File: config.mk
export PLATFORM = sky130hd
export DESIGN_NAME = multicycle_control_fsm
export DESIGN_NICKNAME = d
export VERILOG_FILES = /design/src/rtl/multicycle_control_fsm.sv
export SDC_FILE = /design/constraint.sdc
export NUM_CORES = 1
export LEC_CHECK = 0
export BUFFER_PORTS_ARGS = -buffer_cell sky130_fd_sc_hd__clkbuf_2
export CORE_ASPECT_RATIO = 1.4
export CORE_UTILIZATION = 52
export DETAILED_ROUTE_END_ITERATION = 7
export HOLD_SLACK_MARGIN = 0.08
export PLACE_DENSITY = 0.8
export SLEW_MARGIN = 15
export SYNTH_ARGS = -nofsm -noshare
export SYNTH_HDL_FRONTEND = slang
export SYNTH_SLANG_ARGS = --single-unit
File: constraint.sdc
create_clock -name clk -period 2.5 [get_ports clk]
set_input_delay 0.5 -clock clk [delete_from_list [all_inputs] [get_ports clk]]
set_output_delay 0.5 -clock clk [all_outputs]
set_load 0.05 [all_outputs]
File: src/rtl/multicycle_control_fsm.sv
// multicycle_control_fsm: main sequencing FSM for the multicycle RV32I core.
// Steps the shared ALU, memory port, IR, PC and register file through
// FETCH/DECODE/EXECUTE/WRITEBACK. It drives alu_op to the ALU decoder, flags
// illegal opcodes, and counts retired instructions in instret.
// Optional build macro: MEM_WAIT_EN adds the mem_ready port. With it,
// FETCH, MEMREAD and MEMWRITE stall until memory is ready.

module multicycle_control_fsm #(
  parameter int INSTR_CNT_W = 32
) (
  input  logic                   clk,
  input  logic                   reset,
  input  logic [6:0]             op,
  input  logic [2:0]             funct3,
  input  logic                   zero,
`ifdef MEM_WAIT_EN
  input  logic                   mem_ready,
`endif
  output logic                   pc_write,
  output logic                   adr_src,
  output logic                   mem_write,
  output logic                   ir_write,
  output logic                   reg_write,
  output logic [1:0]             result_src,
  output logic [1:0]             alu_src_a,
  output logic [1:0]             alu_src_b,
  output logic [1:0]             alu_op,
  output logic [1:0]             imm_src,
  output logic                   illegal,
  output logic [INSTR_CNT_W-1:0] instret
);

  localparam logic [6:0] OP_LW  = 7'b0000011;
  localparam logic [6:0] OP_SW  = 7'b0100011;
  localparam logic [6:0] OP_R   = 7'b0110011;
  localparam logic [6:0] OP_I   = 7'b0010011;
  localparam logic [6:0] OP_BR  = 7'b1100011;
  localparam logic [6:0] OP_JAL = 7'b1101111;

  localparam logic [INSTR_CNT_W-1:0] CNT_ONE = INSTR_CNT_W'(1);

  typedef enum logic [3:0] {
    FETCH    = 4'd0,
    DECODE   = 4'd1,
    MEMADR   = 4'd2,
    MEMREAD  = 4'd3,
    MEMWB    = 4'd4,
    MEMWRITE = 4'd5,
    EXECR    = 4'd6,
    EXECI    = 4'd7,
    ALUWB    = 4'd8,
    JAL      = 4'd9,
    BRANCH   = 4'd10,
    TRAP     = 4'd11
  } state_t;

  state_t state;
  state_t state_next;

  logic mem_ok;
  logic pc_update;
  logic branch;
  logic pc_write_raw;
  logic mem_write_raw;
  logic ir_write_raw;
  logic reg_write_raw;
  logic retire;
  logic unused_funct3;

`ifdef MEM_WAIT_EN
  assign mem_ok = mem_ready;
`else
  assign mem_ok = 1'b1;
`endif

  // Only funct3[0] matters here: it picks BEQ versus BNE.
  assign unused_funct3 = ^funct3[2:1];

  // State register. Reset always returns the FSM to FETCH.
  always_ff @(posedge clk) begin
    if (reset) state <= FETCH;
    else       state <= state_next;
  end

  // Next-state logic. Unknown encodings fall back to FETCH.
  always_comb begin
    state_next = FETCH;
    case (state)
      FETCH:    state_next = mem_ok ? DECODE : FETCH;
      DECODE: begin
        case (op)
          OP_LW, OP_SW: state_next = MEMADR;
          OP_R:         state_next = EXECR;
          OP_I:         state_next = EXECI;
          OP_BR:        state_next = BRANCH;
          OP_JAL:       state_next = JAL;
          default:      state_next = TRAP;
        endcase
      end
      MEMADR:   state_next = (op == OP_SW) ? MEMWRITE : MEMREAD;
      MEMREAD:  state_next = mem_ok ? MEMWB : MEMREAD;
      MEMWB:    state_next = FETCH;
      MEMWRITE: state_next = mem_ok ? FETCH : MEMWRITE;
      EXECR:    state_next = ALUWB;
      EXECI:    state_next = ALUWB;
      ALUWB:    state_next = FETCH;
      JAL:      state_next = ALUWB;
      BRANCH:   state_next = FETCH;
      TRAP:     state_next = TRAP;
      default:  state_next = FETCH;
    endcase
  end

  // Moore output decode. Any field not set for a state stays 0.
  // The FETCH enables wait for mem_ok, so each fires only once per fetch.
  always_comb begin
    pc_update     = 1'b0;
    branch        = 1'b0;
    adr_src       = 1'b0;
    mem_write_raw = 1'b0;
    ir_write_raw  = 1'b0;
    reg_write_raw = 1'b0;
    result_src    = 2'b00;
    alu_src_a     = 2'b00;
    alu_src_b     = 2'b00;
    alu_op        = 2'b00;
    illegal       = 1'b0;
    case (state)
      FETCH: begin
        ir_write_raw = mem_ok;
        pc_update    = mem_ok;
        alu_src_b    = 2'b10;
        result_src   = 2'b10;
      end
      DECODE: begin
        alu_src_a = 2'b01;
        alu_src_b = 2'b01;
      end
      MEMADR: begin
        alu_src_a = 2'b10;
        alu_src_b = 2'b01;
      end
      MEMREAD: begin
        adr_src = 1'b1;
      end
      MEMWB: begin
        result_src    = 2'b01;
        reg_write_raw = 1'b1;
      end
      MEMWRITE: begin
        adr_src       = 1'b1;
        mem_write_raw = 1'b1;
      end
      EXECR: begin
        alu_src_a = 2'b10;
        alu_op    = 2'b10;
      end
      EXECI: begin
        alu_src_a = 2'b10;
        alu_src_b = 2'b01;
        alu_op    = 2'b10;
      end
      ALUWB: begin
        reg_write_raw = 1'b1;
      end
      JAL: begin
        alu_src_a = 2'b01;
        alu_src_b = 2'b10;
        pc_update = 1'b1;
      end
      BRANCH: begin
        alu_src_a = 2'b10;
        alu_op    = 2'b01;
        branch    = 1'b1;
      end
      TRAP: begin
        illegal = 1'b1;
      end
      default: begin
        illegal = 1'b0;
      end
    endcase
  end

  // Immediate format follows the opcode directly, whatever the state.
  always_comb begin
    imm_src = 2'b00;
    case (op)
      OP_SW:   imm_src = 2'b01;
      OP_BR:   imm_src = 2'b10;
      OP_JAL:  imm_src = 2'b11;
      default: imm_src = 2'b00;
    endcase
  end

  // Branch resolution: BEQ is taken on zero=1, BNE on zero=0.
  // While reset is high, every write enable is held off.
  always_comb begin
    pc_write_raw = pc_update | (branch & (zero ^ funct3[0]));
    pc_write     = pc_write_raw  & ~reset;
    mem_write    = mem_write_raw & ~reset;
    ir_write     = ir_write_raw  & ~reset;
    reg_write    = reg_write_raw & ~reset;
  end

  // An instruction retires on the cycle the FSM moves back into FETCH.
  // JAL passes through ALUWB, so it is counted only once there.
  always_comb begin
    retire = 1'b0;
    case (state)
      MEMWB, ALUWB, BRANCH: retire = 1'b1;
      MEMWRITE:             retire = mem_ok;
      default:              retire = 1'b0;
    endcase
  end

  // Retired-instruction counter. It wraps naturally, and reset beats an
  // increment in the same cycle.
  always_ff @(posedge clk) begin
    if (reset)       instret <= '0;
    else if (retire) instret <= instret + CNT_ONE;
  end

endmodule
# Word level (Yosys, flattened, before mapping)
# Cells that the tools add are included.
[classes] addsub=1 n_mul=0 n_div=0 n_lt_le_gt_ge=0 eq_ne=17 shift=0 n_mux=16 bitwise=8 n_reduce_logical=11
[ops] operator="$add 32x1->32 const B" count=1
[ops] operator="$pmux 4 s6" count=1
[ops] operator="$pmux 4 s5" count=1
[ops] operator="$eq 4x3->1 const B" count=4
[ops] operator="$eq 4x4->1 const B" count=4
[ops] operator="$pmux 2 s2" count=4
[ops] operator="$eq 7x6->1 const B" count=2
[ops] operator="$eq 7x7->1 const B" count=2
[ops] operator="$reduce_or 2->1" count=6
[ops] operator="$eq 4x2->1 const B" count=2
[ops] operator="$mux 1" count=8
[ops] operator="$reduce_or 4->1" count=2
[ops] operator="$eq 7x2->1 const B" count=1
[ops] operator="$eq 7x5->1 const B" count=1
[ops] operator="$pmux 2 s3" count=1
[ops] operator="$reduce_or 3->1" count=2
[ops] operator="$and 1x1->1" count=5
[ops] operator="$eq 4x1->1 const B" count=1
[ops] operator="$logic_not 4->1" count=1
[ops] operator="$mux 3" count=1
[ops] operator="$not 1->1" count=1
[ops] operator="$or 1x1->1" count=1
[ops] operator="$xor 1x1->1" count=1
[totals] reg_bits=36 latchBits=0 ram_bits=0 mem_bits_ro=0 in_bits=13 output_inout_bits=48 word_cells=55 mem_count=0

# Depth between registers and ports, before layout
# Gate-level depths: netlist of run 1.
[logic_depth] depth_word=5 depth_mapped=7 mapped_depth_nobuf=5

# Worst setup path before layout of run 1
# No wires, ideal clock.
[synth_path] path_kind="register to output" startpoint="register state[0]" endpoint="output pc_write" arrival_time_ps=2806 path_slack_ps=-806 stages_incl_launch_ff=6 n_path_buf=1 cell_sequence="dfxtp_1 -> clkbuf_1 -> nand2_1 -> a211oi_1 -> a21oi_1 -> nor2_1"
[synth_between] elab_chain_cells=5 word_cells_on_any_way=9 cone_classes="2 x eq/ne; 2 x mux; 3 x bitwise; 2 x reduce/logical"
[synth_lines] element="from (decl)" line_no="57" source="state_t state;"
[synth_lines] element="from (signal assigned)" line_no="82" source="else state <= state_next;"
[synth_lines] element="$eq 4x4->1 / $logic_not 4->1 (equally long branches)" line_no="128" source="case (state)"
[synth_lines] element="$reduce_or 2->1 (no source line) / $mux 1 (equally long branches)"
[synth_lines] element="$mux 1 / $and 1x1->1 (equally long branches)" line_no="128, 199"
[synth_lines] element="$or 1x1->1 (*)" line_no="199" source="pc_write_raw = pc_update | (branch & (zero ^ funct3[0]));"
[synth_lines] element="$and 1x1->1 (*)" line_no="200" source="pc_write = pc_write_raw & ~reset;"
[synth_lines] element="to (decl)" line_no="19" source="output logic pc_write,"
# Mark *: on every way between the ends. The rest lies on a longest branch, timed or not.

# Worst setup path in the final report of run 1
[layout_path] startpoint="register state[3]" endpoint="output pc_write"
# Same word-level chain as after synthesis.

==> results of run 1 <==
==> through the flow <==
step | cells | setup WS, ns | area (um^2)
floorplan | 255 | -0.3533 | 2143
global placement | 345 | 0.4647 | 2452
detailed placement | 345 | 0.4641 | 2452
CTS | 352 | 0.1494 | 2530
global route | 352 | 0.04059 | 2531
finish | 352 | 0.1579 | 2531
==> flip-flops by register name, summed over array words and instances, names as in the netlist <==
name / count
state: 4
instret: 32
==> metal layers <==
metal | GRT usage | wire (um)
met1 | 0.2537 | 2101
met2 | 0.3964 | 2461
met3 | 0.05167 | 207
met4 | 0.09268 | 92
met5 | 0 | 0
==> timing repair <==
action,in CTS,in global routing
gates resized for setup,0,1
endpoints found under the setup margin,0,1
setup buffers,0,0
==> report_power, final <==
part	switching (mW)	total, mW	internal [mW]	leakage [nW]
logic	0.225	0.318	0.0931	0.657
registers	0.0286	0.614	0.586	0.291
clock network	0.198	0.388	0.189	0.0410
total	0.452	1.32	0.868	0.989
==> layout make-up <==
cell class / instances / area, um^2 / share of cell area
flip-flops and latches: 36 / 721.9 / 0.2852
clock inverters: 1 / 5.005 / 0.001977
inverters: 10 / 37.54 / 0.01483
repair buffers: 66 / 350.3 / 0.1384
multi-input cells: 190 / 1290 / 0.5096
well taps: 43 / 53.80 / 0.02126
clock buffers: 6 / 72.57 / 0.02867
==> cell families after synthesis <==
family                   count (synthesis)  share of synthesized area
adder cells (fa/ha/maj)                  2                    0.01066
buffers and inverters                   29                    0.06279
AO/OA/AOI/OAI                           60                     0.1914
XOR/XNOR                                12                    0.04976
multiplexers                             6                    0.03199
AND/OR/NAND/NOR                        110                     0.3122
flip-flops                              36                     0.3412
==> how the worst max path moves through the flow <==
stage | startpoint | to | slack [ns] | cells past startpoint
after detailed placement | state[0]$_SDFF_PP0_ | illegal | 0.46 | 5
after floorplan | state[0]$_SDFF_PP0_ | pc_write | -0.35 | 5
after global placement | state[0]$_SDFF_PP0_ | illegal | 0.46 | 5
final | state[3]$_SDFF_PP0_ | pc_write | 0.16 | 6
after CTS | state[0]$_SDFF_PP0_ | illegal | 0.15 | 5
after global routing | state[3]$_SDFF_PP0_ | pc_write | 0.04 | 6
==> placed cells by master (no fill, tap or decap), drive strengths merged, types with 7 or more instances in the layout <==
cell,count
xor2,8
dfxtp,36
inv,10
nor2,20
nand4,7
buf,8
or4,14
nand3,11
nand2,13
clkbuf,64
o31ai,14
a21oi,25
o21ai,10
==> worst max-delay path, cell delays in order (launching register included) <==
cell and delay, ns:
dfxtp_1 0.35, buf_4 0.21, or2_2 0.31, a211oi_2 0.21, a21oi_1 0.07, nor2_1 0.12
clkbuf_2 0.29
==> impl_metrics.toml, run 1 <==
[global_routing]
grt_pass1_wl_um = 7769
grt_max_degree = 32
grt-ovfl-total = 0
grt_pass1_vias = 1779
grt_usage = 0.2229
antenna_found_initial = 0

[synthesis]
netlist_area_um2 = 2112
yosys.area.top_type = "dfxtp_1"
ys_seq_area_frac = 0.3412
async_flop_share = 0
synth.most_common_cell = "dfxtp_1"
synth_nets = 269
synth-main-ff-cell = "dfxtp_1"
synth_edf_count = 0
synth.area.top_cells = "dfxtp_1, a21oi_1, o31ai_1"
netlist_instances = 255
synth_top_cells_by_count = "dfxtp_1, a21oi_1, nor2_1"
yosysWarnings = 0
ys_types = 44
ys_seq_elements = 36
synth_top_area_frac = 0.3412
syn_area_per_cell_um2 = 8.282

[layout]
antenna_cells = 0
utilization = 0.6459
final_nets = 323
area_growth_pct = 19.85
drive_gt1_frac = 0.3010
fillers = 367

[route]
wl_per_cell_um = 13.81
via_per_inst = 6.034
drtIter0Drc = 79
drtPass1Iterations = 4
postRouteAntennaNets = 0
vias = 2124
routed_wl_um = 4862
drcViolationCount = 0

[placement]
portBuffers = 58
gp_congestion = 0.7736
dp_hpwl_um = 3393

[worst_setup_path]
worstSetupPathType = "flip-flop to output port"
rr_startpoint = "instret[4]$_SDFFE_PP0P_"
r2r_cells = 4
cp.required_ns = 2.00
critPathArrivalTime_ns = 1.84
r2r_slack_ns = 0.38
end_kind = "output port"
startpoint_type = "flip-flop"
worstPathMaxFanout = 18
rr_endpoint = "instret[29]$_SDFFE_PP0P_"

[timing]
setup_viol = 0
whs_ns = 0.4893
skew_ns = 0.006258
min_period_ns = 2.342
fin_setup_tns_ns = 0
slew-limit-headroom = 0.5981
maxSlewViolCount = 0
worst_pin_slew_ns = 0.6000
fmax_ghz = 0.4270
rsz0062_at_grt = "no"
fin_crit_sh = 0.9368
finalHoldViolCount = 0

[run]
maxCapViolCount = 0

[floorplan]
dieHeight_um = 77.41
core_area_um2 = 3919
initial_utilization = 0.5390
die_x_um = 55.86
fp-row-count = 27
pin_count = 61
dieArea_um2 = 4324

[clock_tree]
tritoncts = "yes"
clk_latency_ns = 0.29
clockRootBuffer = "clkbuf_8"
clock-sinks = 36
clk_path_buf_depth = 2
hold_buffers = 0
h-tree-depth = 2
cts_made_buffers = 5
clkTransAtPathRegs_ns = 0.07

[pwr]
power_density_nw_per_um2 = 521.7
power_mw = 1.321
peakVddDrop_mv = 0.4131
p_leak_nw = 0.9888

[hold_path]
hp-start = "instret[1]$_SDFFE_PP0P_"
min_to = "instret[1]$_SDFFE_PP0P_"
hp-class = "flip-flop to flip-flop"
holdPathStages = 2

[run_status]
status = "finished clean"
(Power assumes the default switching activity.)
==> run 2, diff against run 1 <==
--- a/config.mk
+++ b/config.mk
@@ -6,11 +6,14 @@
 export NUM_CORES = 1
 export LEC_CHECK = 0
 export BUFFER_PORTS_ARGS = -buffer_cell sky130_fd_sc_hd__clkbuf_2
+export CAP_MARGIN = 20
+export CELL_PAD_IN_SITES_DETAIL_PLACEMENT = 1
+export CELL_PAD_IN_SITES_GLOBAL_PLACEMENT = 2
 export CORE_ASPECT_RATIO = 1.4
-export CORE_UTILIZATION = 52
+export CORE_UTILIZATION = 29
 export DETAILED_ROUTE_END_ITERATION = 7
 export HOLD_SLACK_MARGIN = 0.08
-export PLACE_DENSITY = 0.8
+export PLACE_DENSITY_LB_ADDON = 0.1
 export SLEW_MARGIN = 15
 export SYNTH_ARGS = -nofsm -noshare
 export SYNTH_HDL_FRONTEND = slang
==> run 2 against run 1 <==
Against the previous run: die area rose by 77%; worst hold slack improved by 0.0013 ns; setup slack improved by 0.037 ns; non-clock buffer count rose by 2; sequential power fell by 0.8%; via count did not move; wire length rose by 17%; critical path depth did not move; power rose by 3.4%.
==> impl_metrics.toml, run 2 (same netlist as run 1, synthesis figures left out) <==
[timing]
fmax_ghz = 0.4337
min_period_ns = 2.306
rsz0062_at_grt = "no"
setup_viol = 0
slew-limit-headroom = 0.5902
fin_crit_sh = 0.9222
whs_ns = 0.4906
worst_pin_slew_ns = 0.6117
skew_ns = 0.01024
finalHoldViolCount = 0
maxSlewViolCount = 0

[worst_setup_path]
worstSetupPathType = "flip-flop to output port"
worstPathMaxFanout = 11
timing.critical_path.from = "state[3]$_SDFF_PP0_"
cpPeakStageDelay_ns = 0.36
r2r_cells = 5
startpoint_type = "flip-flop"
crit_chain = "buf_4 -> or2_2 -> a211oi_2 -> a21oi_1 -> nor2_1 -> clkbuf_2"
path_delay_family = "buffers and inverters"
rr_endpoint = "instret[24]$_SDFFE_PP0P_"
cp.required_ns = 2.00
end_kind = "output port"
crit_path_top_delay_cell = "dfxtp_1"
critPathArrivalTime_ns = 1.81
rr_startpoint = "state[2]$_SDFF_PP0_"
r2r_slack_ns = 0.56
path_buf_inv = 2

[clock_tree]
clk_latency_ns = 0.29
tritoncts = "yes"
clkTransAtPathRegs_ns = 0.07
clockRootBuffer = "clkbuf_8"
cts_setup_buffers = 0
clk_path_buf_depth = 2
cts_made_buffers = 5
clock-sinks = 36
hold_buffers = 0
h-tree-depth = 2
cts_resized = 0

[placement]
dp_cells = 399
dp_hpwl_um = 4081
gp_congestion = 0.7317
portBuffers = 58

[run]
maxCapViolCount = 0

[route]
postRouteAntennaNets = 0
drtPass1Iterations = 4
routed_wl_um = 5675
drcViolationCount = 0
via_per_inst = 5.219
wl_per_cell_um = 13.94
drtIter0Drc = 98
vias = 2124

[layout]
fillers = 882
largest_reg_flops = 32
drive_gt1_frac = 0.3109
area_growth_pct = 24.11
instances_no_fill = 407
antenna_cells = 0
largest_register = "instret"
layout_commonest_cell = "clkbuf_2"
largestRegisters = "instret: 32 flops, state: 4 flops"
mostFrequentLayoutCells = "clkbuf_2, dfxtp_1, a21oi_1"
final_nets = 325

[global_routing]
grt_pass1_vias = 2036
antenna_found_initial = 0
grt_max_degree = 31
grt_pass1_wl_um = 9522
grt_usage = 0.1588
grt-ovfl-total = 0

[hold_path]
hp-class = "flip-flop to flip-flop"
hp-start = "instret[1]$_SDFFE_PP0P_"
holdPathStages = 2
min_to = "instret[1]$_SDFFE_PP0P_"

[floorplan]
pin_count = 61
fp-row-count = 36
dieHeight_um = 103.0
core_area_um2 = 6982
dieArea_um2 = 7633
initial_utilization = 0.3025
die_x_um = 74.13

[pwr]
pwr-share-seq = 0.446
power.internal_mw = 0.8757
p_leak_nw = 1.005
switching_share = 0.3586
clockPowerShare = 0.311
power_density_nw_per_um2 = 520.9
peakVddDrop_mv = 0.2362
power_switching_mw = 0.4897
pwr-share-comb = 0.243

[run_status]
status = "finished clean"
## run 2: cell count changes in the layout (fill, tap and decap cells not counted)
cell,delta
clkinv_2,+1
clkinv_4,+1
clkbuf_1,-1
buf_4,+2
## run 2: worst max path at each step
| stage | endpoint | slack, ns | cells past startpoint |
|---|---|---|---|
| global placement | illegal | 0.40 | 5 |
| floorplan | pc_write | -0.35 | 5 |
| finish | pc_write | 0.19 | 6 |
| CTS | illegal | 0.07 | 5 |
| global route | pc_write | 0.06 | 6 |
| detailed placement | illegal | 0.40 | 5 |
## run 2: cell type report
class / count / area [um^2] / share of cell area
multi-input cells: 190 / 1290 / 0.4921
flip-flops and latches: 36 / 721.9 / 0.2754
repair buffers: 68 / 365.4 / 0.1394
well taps: 95 / 118.9 / 0.04535
clock buffers: 5 / 68.82 / 0.02625
inverters: 10 / 37.54 / 0.01432
clock inverters: 3 / 18.77 / 0.007160
## run 2: layer usage
layer,share of wire,vias to the layer above,global-route usage
li1,-,1056,-
met1,0.47,1018,0.2084
met2,0.48,46,0.2615
met5,0,-,0
met3,0.038,4,0.02248
met4,0.011,0,0.05769
## run 2: metrics by stage
step	area (um^2)	TNS [ns]	utilization	power [mW]	setup WS (ns)
3_3_place_gp	2532	0	0.3627	0.9533	0.4013
6_report	2621	0	0.3754	1.365	0.1945
4_1_cts	2620	0	0.3753	1.389	0.07196
3_5_place_dp	2532	0	0.3627	0.9577	0.3992
2_1_floorplan	2143	-0.5783	-	0.8775	-0.3533
5_1_grt	2621	0	0.3754	1.446	0.06238
## run 2: power by group through the flow
stage          logic [mW]  clock network, mW  registers, mW
6_report            0.332              0.425          0.609
5_1_grt             0.360              0.474          0.612
2_1_floorplan       0.261                  0          0.617
3_5_place_dp        0.336                  0          0.622
3_3_place_gp        0.332                  0          0.621
4_1_cts             0.336              0.444          0.609
## run 2: worst reg2reg max path, cell delays in order, from the launching register on
cell      delay, ns
dfxtp_1        0.40
nor3b_4        0.28
buf_4          0.22
o211ai_4       0.24
or4_1          0.58
a21oi_1        0.16
==> run 3, diff against run 2 <==
--- a/config.mk
+++ b/config.mk
@@ -5,13 +5,13 @@
 export SDC_FILE = /design/constraint.sdc
 export NUM_CORES = 1
 export LEC_CHECK = 0
-export BUFFER_PORTS_ARGS = -buffer_cell sky130_fd_sc_hd__clkbuf_2
 export CAP_MARGIN = 20
 export CELL_PAD_IN_SITES_DETAIL_PLACEMENT = 1
 export CELL_PAD_IN_SITES_GLOBAL_PLACEMENT = 2
 export CORE_ASPECT_RATIO = 1.4
-export CORE_UTILIZATION = 29
+export CORE_UTILIZATION = 36
 export DETAILED_ROUTE_END_ITERATION = 7
+export DONT_BUFFER_PORTS = 1
 export HOLD_SLACK_MARGIN = 0.08
 export PLACE_DENSITY_LB_ADDON = 0.1
 export SLEW_MARGIN = 15
==> run 3 against run 2 <==
Against the previous run: design area is 0.76% lower; critical path depth is 2 lower; combinational power hardly changed; sequential share of layout area is 0.21 points higher; critical endpoint is now illegal; largest power group unchanged.
==> impl_metrics.toml, run 3 (same netlist as run 1, synthesis figures left out) <==
[layout]
instances_no_fill = 359
drive_gt1_frac = 0.2612
largest_reg_flops = 32
final_nets = 304
layout_commonest_cell = "buf_4"
final_area_um2 = 2601
largest_register = "instret"
largestRegisters = "instret: 32 flops, state: 4 flops"
mostFrequentLayoutCells = "buf_4, dfxtp_1, a21oi_1"
antenna_cells = 0
area_growth_pct = 23.16
utilization = 0.4674

[hold_path]
hp-start = "reset"
hp-class = "input pin to flip-flop"

[worst_setup_path]
worstPathMaxFanout = 13
cpPeakStageDelay_ns = 0.52
path_delay_family = "flip-flops"
r2r_cells = 4
critPathArrivalTime_ns = 1.66
endpoint = "illegal"
worstSetupPathType = "flip-flop to output port"
r2r_slack_ns = 0.44
rr_startpoint = "instret[3]$_SDFFE_PP0P_"
path_buf_inv = 2
startpoint_type = "flip-flop"
end_kind = "output port"
crit_top_cell = "inv_1"
rr_endpoint = "instret[29]$_SDFFE_PP0P_"
crit_path_top_delay_cell = "dfxtp_2"
timing.critical_path.from = "state[0]$_SDFF_PP0_"
cp.required_ns = 2.00
path_depth = 4
crit_chain = "inv_1 -> nor2_1 -> nand3_1 -> inv_1"

[pwr]
p_leak_nw = 0.9517
power_mw = 1.452
power_density_nw_per_um2 = 558.3
peakVddDrop_mv = 0.2715

[global_routing]
grt_pass1_vias = 1986
use_met1 = 0.2276
grt_pass1_wl_um = 9259
grt_util_met3 = 0.04557
grt_max_degree = 46
grt-ovfl-total = 0
top_usage_layer = "met2"
antenna_found_initial = 0
grt_util_met2 = 0.3308
grt_usage = 0.1925

[clock_tree]
clk_latency_ns = 0.29
cts_made_buffers = 5
cts_setup_buffers = 0
clock-sinks = 36
clockRootBuffer = "clkbuf_8"
clk_path_buf_depth = 2
h-tree-depth = 2
tritoncts = "yes"
clkTransAtPathRegs_ns = 0.07

[timing]
fin_ws_ns = 0.3427
whs_ns = 0.2917
skew_ns = 0.009769
slew-limit-headroom = 0.5878
fin_crit_sh = 0.8629
finalHoldViolCount = 0
maxSlewViolCount = 0
worst_pin_slew_ns = 0.6154
rsz0062_at_grt = "no"
fin_setup_tns_ns = 0
setup_viol = 0
min_period_ns = 2.157
fmax_ghz = 0.4635

[route]
drcViolationCount = 0
routed_wl_um = 5601
drtIter0Drc = 106
vias = 2025
drtPass1Iterations = 4
postRouteAntennaNets = 0
wl_per_cell_um = 15.60
via_per_inst = 5.641

[placement]
gp_congestion = 0.7219
dp_cells = 351
post-place-ws_ns = 0.4052
dp_hpwl_um = 3998
place_area_um2 = 2492
portBuffers = 0

[run]
maxCapViolCount = 0

[floorplan]
dieArea_um2 = 6182
initial_utilization = 0.3795
dieHeight_um = 92.63
core_area_um2 = 5565
pin_count = 61
die_x_um = 66.74
fp-row-count = 32

[run_status]
status = "finished clean"
## run 3: cell count changes in the layout (fill, tap and decap cells not counted), sizes merged
cell    before  now
clkbuf      63    6
buf         10   47
bufinv       0    1
clkinv       3    1
## run 3: power breakdown
group          internal (mW)  switching, mW  leakage [nW]
sequential             0.585         0.0206         0.291
clock                  0.296          0.218        0.0552
combinational          0.110          0.222         0.606
total                  0.991          0.461         0.952
## run 3: area by class of cell
type,instances,area [um^2]
fillers,690,2964
multi-input cells,190,1296
flip-flops and latches,36,721.9
repair buffers,47,352.8
well taps,68,85.08
clock buffers,6,72.57
inverters,10,37.54
clock inverters,2,35.03
## run 3: routing by layer
metal | wire length, um | up-vias
met3 | 237 | 7
li1 | - | 1010
met4 | 68 | 0
met5 | 0 | -
met1 | 2406 | 970
met2 | 2889 | 38
## run 3: what timing repair did
item,CTS,global route
hold buffers,0,0
hold endpoints to repair,0,0
resized for setup,0,1
endpoints found under the setup margin,0,1
## run 3: worst min path at each step
| stage | endpoint | slack (ns) | depth (start not counted) |
|---|---|---|---|
| after floorplan | state[0]$_SDFF_PP0_ | 0.65 | 2 |
| after global placement | instret[6]$_SDFFE_PP0P_ | 0.54 | 2 |
| after detailed placement | instret[6]$_SDFFE_PP0P_ | 0.55 | 2 |
| after CTS | instret[8]$_SDFFE_PP0P_ | 0.26 | 1 |
| after global routing | instret[8]$_SDFFE_PP0P_ | 0.25 | 1 |
| final | instret[28]$_SDFFE_PP0P_ | 0.29 | 1 |
